<file path="src/rtl/trunci_buffered.sv">
`default_nettype none
// ============================================================================
// Module      : trunci_buffered
// Description : Registered unsigned truncation for elastic dataflow tokens.
//               Keeps the low OUTPUT_TYPE bits of each INPUT_TYPE-bit token
//               and passes it through a 2-slot elastic buffer (main + skid).
//               The buffer gives full throughput, and ins_ready is decoded
//               from registered state only, so both the valid path and the
//               ready path are broken.
//
// Parameters  : INPUT_TYPE  - input width  (INPUT_TYPE >= OUTPUT_TYPE)
//               OUTPUT_TYPE - output width (>= 1)
//
// Ports       : clk        in   clock, rising edge
//               rst        in   synchronous reset, active-low
//               ins        in   input token data [INPUT_TYPE]
//               ins_valid  in   input token valid
//               ins_ready  out  block can accept a token
//               outs       out  truncated data [OUTPUT_TYPE]
//               outs_valid out  output token valid
//               outs_ready in   consumer accepts token
//               outs_ovf   out  discarded upper bits were nonzero
//                               (only with TRUNC_OVF_FLAG_EN defined)
//
// Optional    : TRUNC_OVF_FLAG_EN - adds outs_ovf, stored with each token.
//
// Revision    : 1.0 - initial release
// ============================================================================
module trunci_buffered #(
  parameter int INPUT_TYPE  = 64,
  parameter int OUTPUT_TYPE = 32
) (
  input  logic                   clk,
  input  logic                   rst,
  input  logic [INPUT_TYPE-1:0]  ins,
  input  logic                   ins_valid,
  output logic                   ins_ready,
  output logic [OUTPUT_TYPE-1:0] outs,
  output logic                   outs_valid,
  input  logic                   outs_ready
`ifdef TRUNC_OVF_FLAG_EN
  ,
  output logic                   outs_ovf
`endif
);

  typedef enum logic [1:0] {
    EMPTY = 2'd0,
    ONE   = 2'd1,
    FULL  = 2'd2
  } state_t;

  state_t state;
  state_t state_next;

  logic [OUTPUT_TYPE-1:0] main_data;
  logic [OUTPUT_TYPE-1:0] skid_data;
  logic [OUTPUT_TYPE-1:0] trunc_data;

  logic in_fire;
  logic out_fire;
  logic load_main;
  logic main_from_skid;
  logic load_skid;

  // Upper bits are dropped here and never reach a register.
  assign trunc_data = ins[OUTPUT_TYPE-1:0];

`ifdef TRUNC_OVF_FLAG_EN
  logic main_ovf;
  logic skid_ovf;
  logic ovf_in;

  generate
    if (INPUT_TYPE > OUTPUT_TYPE) begin : g_ovf_detect
      assign ovf_in = |ins[INPUT_TYPE-1:OUTPUT_TYPE];
    end else begin : g_ovf_none
      // Nothing is discarded, so there can be no overflow.
      assign ovf_in = 1'b0;
    end
  endgenerate

  assign outs_ovf = main_ovf;
`else
  generate
    if (INPUT_TYPE > OUTPUT_TYPE) begin : g_upper_unused
      // Discarded bits are intentionally left unobserved.
      logic unused_upper;
      assign unused_upper = ^ins[INPUT_TYPE-1:OUTPUT_TYPE];
    end
  endgenerate
`endif

  // Ready depends on registered state only: no path from outs_ready.
  assign ins_ready  = (state != FULL);
  assign outs_valid = (state != EMPTY);
  assign outs       = main_data;

  assign in_fire  = ins_valid && ins_ready;
  assign out_fire = outs_valid && outs_ready;

  always_comb begin
    state_next     = state;
    load_main      = 1'b0;
    main_from_skid = 1'b0;
    load_skid      = 1'b0;
    case (state)
      EMPTY: begin
        if (in_fire) begin
          state_next = ONE;
          load_main  = 1'b1;
        end
      end
      ONE: begin
        if (in_fire && !out_fire) begin
          state_next = FULL;
          load_skid  = 1'b1;
        end else if (in_fire && out_fire) begin
          // Consumer drains main while the new token replaces it.
          load_main  = 1'b1;
        end else if (!in_fire && out_fire) begin
          state_next = EMPTY;
        end
      end
      FULL: begin
        if (out_fire) begin
          state_next     = ONE;
          load_main      = 1'b1;
          main_from_skid = 1'b1;
        end
      end
      default: begin
        state_next = EMPTY;
      end
    endcase
  end

  always_ff @(posedge clk) begin
    if (!rst) begin
      state     <= EMPTY;
      main_data <= '0;
      skid_data <= '0;
    end else begin
      state <= state_next;
      if (load_main) begin
        main_data <= main_from_skid ? skid_data : trunc_data;
      end
      if (load_skid) begin
        skid_data <= trunc_data;
      end
    end
  end

`ifdef TRUNC_OVF_FLAG_EN
  always_ff @(posedge clk) begin
    if (!rst) begin
      main_ovf <= 1'b0;
      skid_ovf <= 1'b0;
    end else begin
      if (load_main) begin
        main_ovf <= main_from_skid ? skid_ovf : ovf_in;
      end
      if (load_skid) begin
        skid_ovf <= ovf_in;
      end
    end
  end
`endif

endmodule
`default_nettype wire
</file>
<file path="config.mk">
export PLATFORM = sky130hd
export DESIGN_NAME = trunci_buffered
export DESIGN_NICKNAME = d
export VERILOG_FILES = /design/src/rtl/trunci_buffered.sv
export SDC_FILE = /design/constraint.sdc
export NUM_CORES = 1
export LEC_CHECK = 0
export BUFFER_PORTS_ARGS = -buffer_cell sky130_fd_sc_hd__buf_4
export CORE_MARGIN = 3
export CORE_UTILIZATION = 40
export CTS_CLUSTER_DIAMETER = 200
export DETAILED_ROUTE_END_ITERATION = 8
export MAX_ROUTING_LAYER = met4
export PLACE_DENSITY_LB_ADDON = 0.3
export SLEW_MARGIN = 40
export SYNTH_ARGS = -nofsm -noshare
export SYNTH_HDL_FRONTEND = slang
export SYNTH_SLANG_ARGS = --single-unit
</file>
<file path="constraint.sdc">
create_clock -name clk -period 4.32 [get_ports clk]
set_clock_uncertainty 0.15 [all_clocks]
set_input_delay 0.216 -clock clk [delete_from_list [all_inputs] [get_ports clk]]
set_output_delay 0.216 -clock clk [all_outputs]
set_load 0.1 [all_outputs]
</file>
==> qor.txt <==
drt via density -> 5.20
net switching share of the total power -> 36.0%
total of flip-flops plus latches after synthesis -> 66
final setup violating endpoints -> 0
power share of the combinational group -> 28.7%
Reg2Reg Depth -> 7
final weighted congestion in routability-driven placement -> 0.763
wire length after detailed routing -> 7370 um
Clk Latency, worst-skew pair -> 0.33 ns
setup TNS after final layout -> 0 ns
sinks on the clock net -> 66
Worst Setup Slack post-DPL -> 1.85 ns
startpoint-to-endpoint class of the critical path -> register to register
count of standard-cell rows -> 30
wire length of the first global-routing pass -> 12300 um
Setup WS post-layout -> 1.83 ns
Mapped Area -> 2840 sq um
number of hold violations in the final report -> 0
1st-iter DRT viols -> 194
antenna violations before repair -> 0
gr usage total -> 18.8%
CP startpoint -> state[1]
standard cell area after detailed placement -> 3310 sq um
reg2reg end -> state[1]
overall die width -> 90.3 um
number of setup buffers added after CTS -> 0
status -> completed
full die area -> 8150 sq um
Ant. Diodes -> 0
Arr. time, crit path -> 2.56 ns
vias in the first global route -> 2528
area inside the core boundary -> 6830 sq um
via count -> 2756
CTS tree -> yes
internal power -> 0.00105 W
kind of end point of the critical path -> register
last element of the critical path -> state[1]
Startpoint Class -> register
Syn Nets -> 417
GRT overflow -> 0
worst vdd ir -> 0.000206 V
Leakage -> 1.53 nW
remaining max-slew budget at the tightest pin -> 52.9%
origin of the critical flop-to-flop path -> state[1]
area grow syn2layout -> 35.7%
post-synthesis cell count -> 348
number of buffers inserted by port buffering -> 69
minimum clock period after layout -> 2.49 ns
post-synthesis cell type count -> 25
Slew @ Worst Pin -> 0.704 ns
Mapped Avg Cell Area -> 8.16 sq um
number of primary I/O pins -> 102
Root Buffer Master -> clkbuf_8
drt pass-1 iters -> 5
RSZ-0062 raised after global routing -> false
total DRC errors in the routed layout -> 0
max-capacitance violation count -> 0
total instance count after detailed placement -> 481
share of final-layout standard cells stronger than drive strength 1 -> 21.9%
total number of H-tree levels -> 3
number of enable flip-flop cells after synthesis -> 0
routed len/inst -> 13.9 um
post-route total power -> 0.00164 W
post-layout instance count excluding filler cells -> 530
pwr dens -> 424 nW/um^2
number of routed nets with antenna violations -> 0
initial core utilization -> 41.6%
Psw -> 0.000589 W
Layout Cell Area excl Fill -> 3850 sq um
Max Buffers Root-to-Sink -> 2
Inserted Clock Buffers -> 9
worst hold path type -> primary input to register
sequential share of power -> 41.5%
clock network fraction of total power -> 29.9%
highest net fanout along the worst path -> 17
R2R setup slack -> 1.83 ns
share of synthesized area occupied by flip-flops and latches -> 46.5%
Hold Crit Depth -> 3
ys async rst share -> 0%
final cycle utilization of the critical path -> 57.6%
yosys synthesis warning count -> 0
most used flip-flop cell after synthesis -> dfxtp_1
Data required, critical path -> 4.39 ns
achievable frequency -> 0.402 GHz
final max-slew violation count -> 0
half-perimeter wire length after placement -> 4110 um
largest net degree at the start of global routing -> 67
NumNets Final -> 499
vertical die dimension -> 90.3 um
clock-pin transition on the worst setup and hold timing paths -> 0.06 ns
through the flow:
| step | util (%) | hold WS [ns] |
|---|---|---|
| after floorplan | - | 0.202 |
| after global placement | 48.5 | 0.292 |
| after detailed placement | 48.5 | 0.297 |
| after CTS | 56.0 | 0.109 |
| after global routing | 56.4 | 0.117 |
| final | 56.4 | 0.124 |
per-layer routing:
layer / vias up / wire, um / global-route usage [%]
met1: 1295 / 3390 / 24.3
met2: 69 / 3540 / 29.1
met4: 0 / 34 / 7.27
met5: - / 0 / -
met3: 4 / 405 / 3.58
li1: 1388 / - / -
cells in the mapped netlist (2+ instances only):
library cell / number / area (sq um)
nand2b_1: 2 / 12.5
and3b_1: 2 / 17.5
dfxtp_1: 66 / 1320
nand3b_1: 2 / 15.0
clkbuf_1: 14 / 52.6
nand2_1: 129 / 484
a211oi_1: 32 / 240
buf_6: 7 / 78.8
nor2_1: 3 / 11.3
a311oi_1: 32 / 280
a21oi_1: 32 / 160
buf_2: 14 / 70.1
worst min-delay path by stage:
stage	from	endpoint	slack [ns]
after global routing	outs_ready	state[1]	0.12
after floorplan	ins[0]	skid_data[0]	0.20
after CTS	outs_ready	state[1]	0.11
final	outs_ready	state[1]	0.12
after detailed placement	skid_data[20]	skid_data[20]	0.30
after global placement	skid_data[16]	skid_data[16]	0.29
sequential cells by signal, summed over array words and instances, names as in the netlist:
register and count:
state 2, skid_data 32, outs 32
final cells by class:
class                      instances  area, sq um
multi-input combinational        244         1310
sequential                        66         1320
timing repair buffer             108          913
tap                               96          120
clock inverter                     6         58.8
clock buffer                       9          124
fill                             668         2980
inverter                           1         6.26
power groups by stage:
stage          logic, W  registers [W]  clock network, W
2_1_floorplan  0.000134       0.000896                 0
3_3_place_gp   0.000439       0.000691                 0
3_5_place_dp   0.000442       0.000692                 0
4_1_cts        0.000466       0.000678          0.000503
5_1_grt        0.000494       0.000684          0.000533
6_report       0.000469       0.000679          0.000489
kinds of logic after synthesis:
logic type / synth area share, %
multiplexers: 0.352
buffers and inverters: 7.67
flip-flops: 46.5
adder cells (fa/ha/maj): 0.440
AO/OA/AOI/OAI: 25.3
AND/OR/NAND/NOR: 19.7
worst max-delay path, cell delays in order, from the launching register on:
cell      delay, ns
dfxtp_1        0.50
nand2b_1       0.16
and2_1         0.19
ha_1           0.18
nand3b_1       0.50
buf_4          0.37
o21ai_0        0.10
a32o_1         0.21
cells in the final DEF (no fill, tap or decap), types with 2 or more instances in the layout:
master / instances
nand2_1: 129
buf_4: 74
dfxtp_1: 66
dlygate4sd3_1: 33
a211oi_1: 32
a311oi_1: 32
a21oi_1: 32
clkbuf_8: 9
clkinv_2: 4
nor2_1: 3
nand2b_1: 2
nand3b_1: 2
timing repair:
action                     in CTS  in global routing
hold buffers                   33                  0
hold endpoints to repair       39                  0
resized for setup               0                  0
setup endpoints to repair       0                  0
No activity file was read; power rests on OpenSTA's default activity.
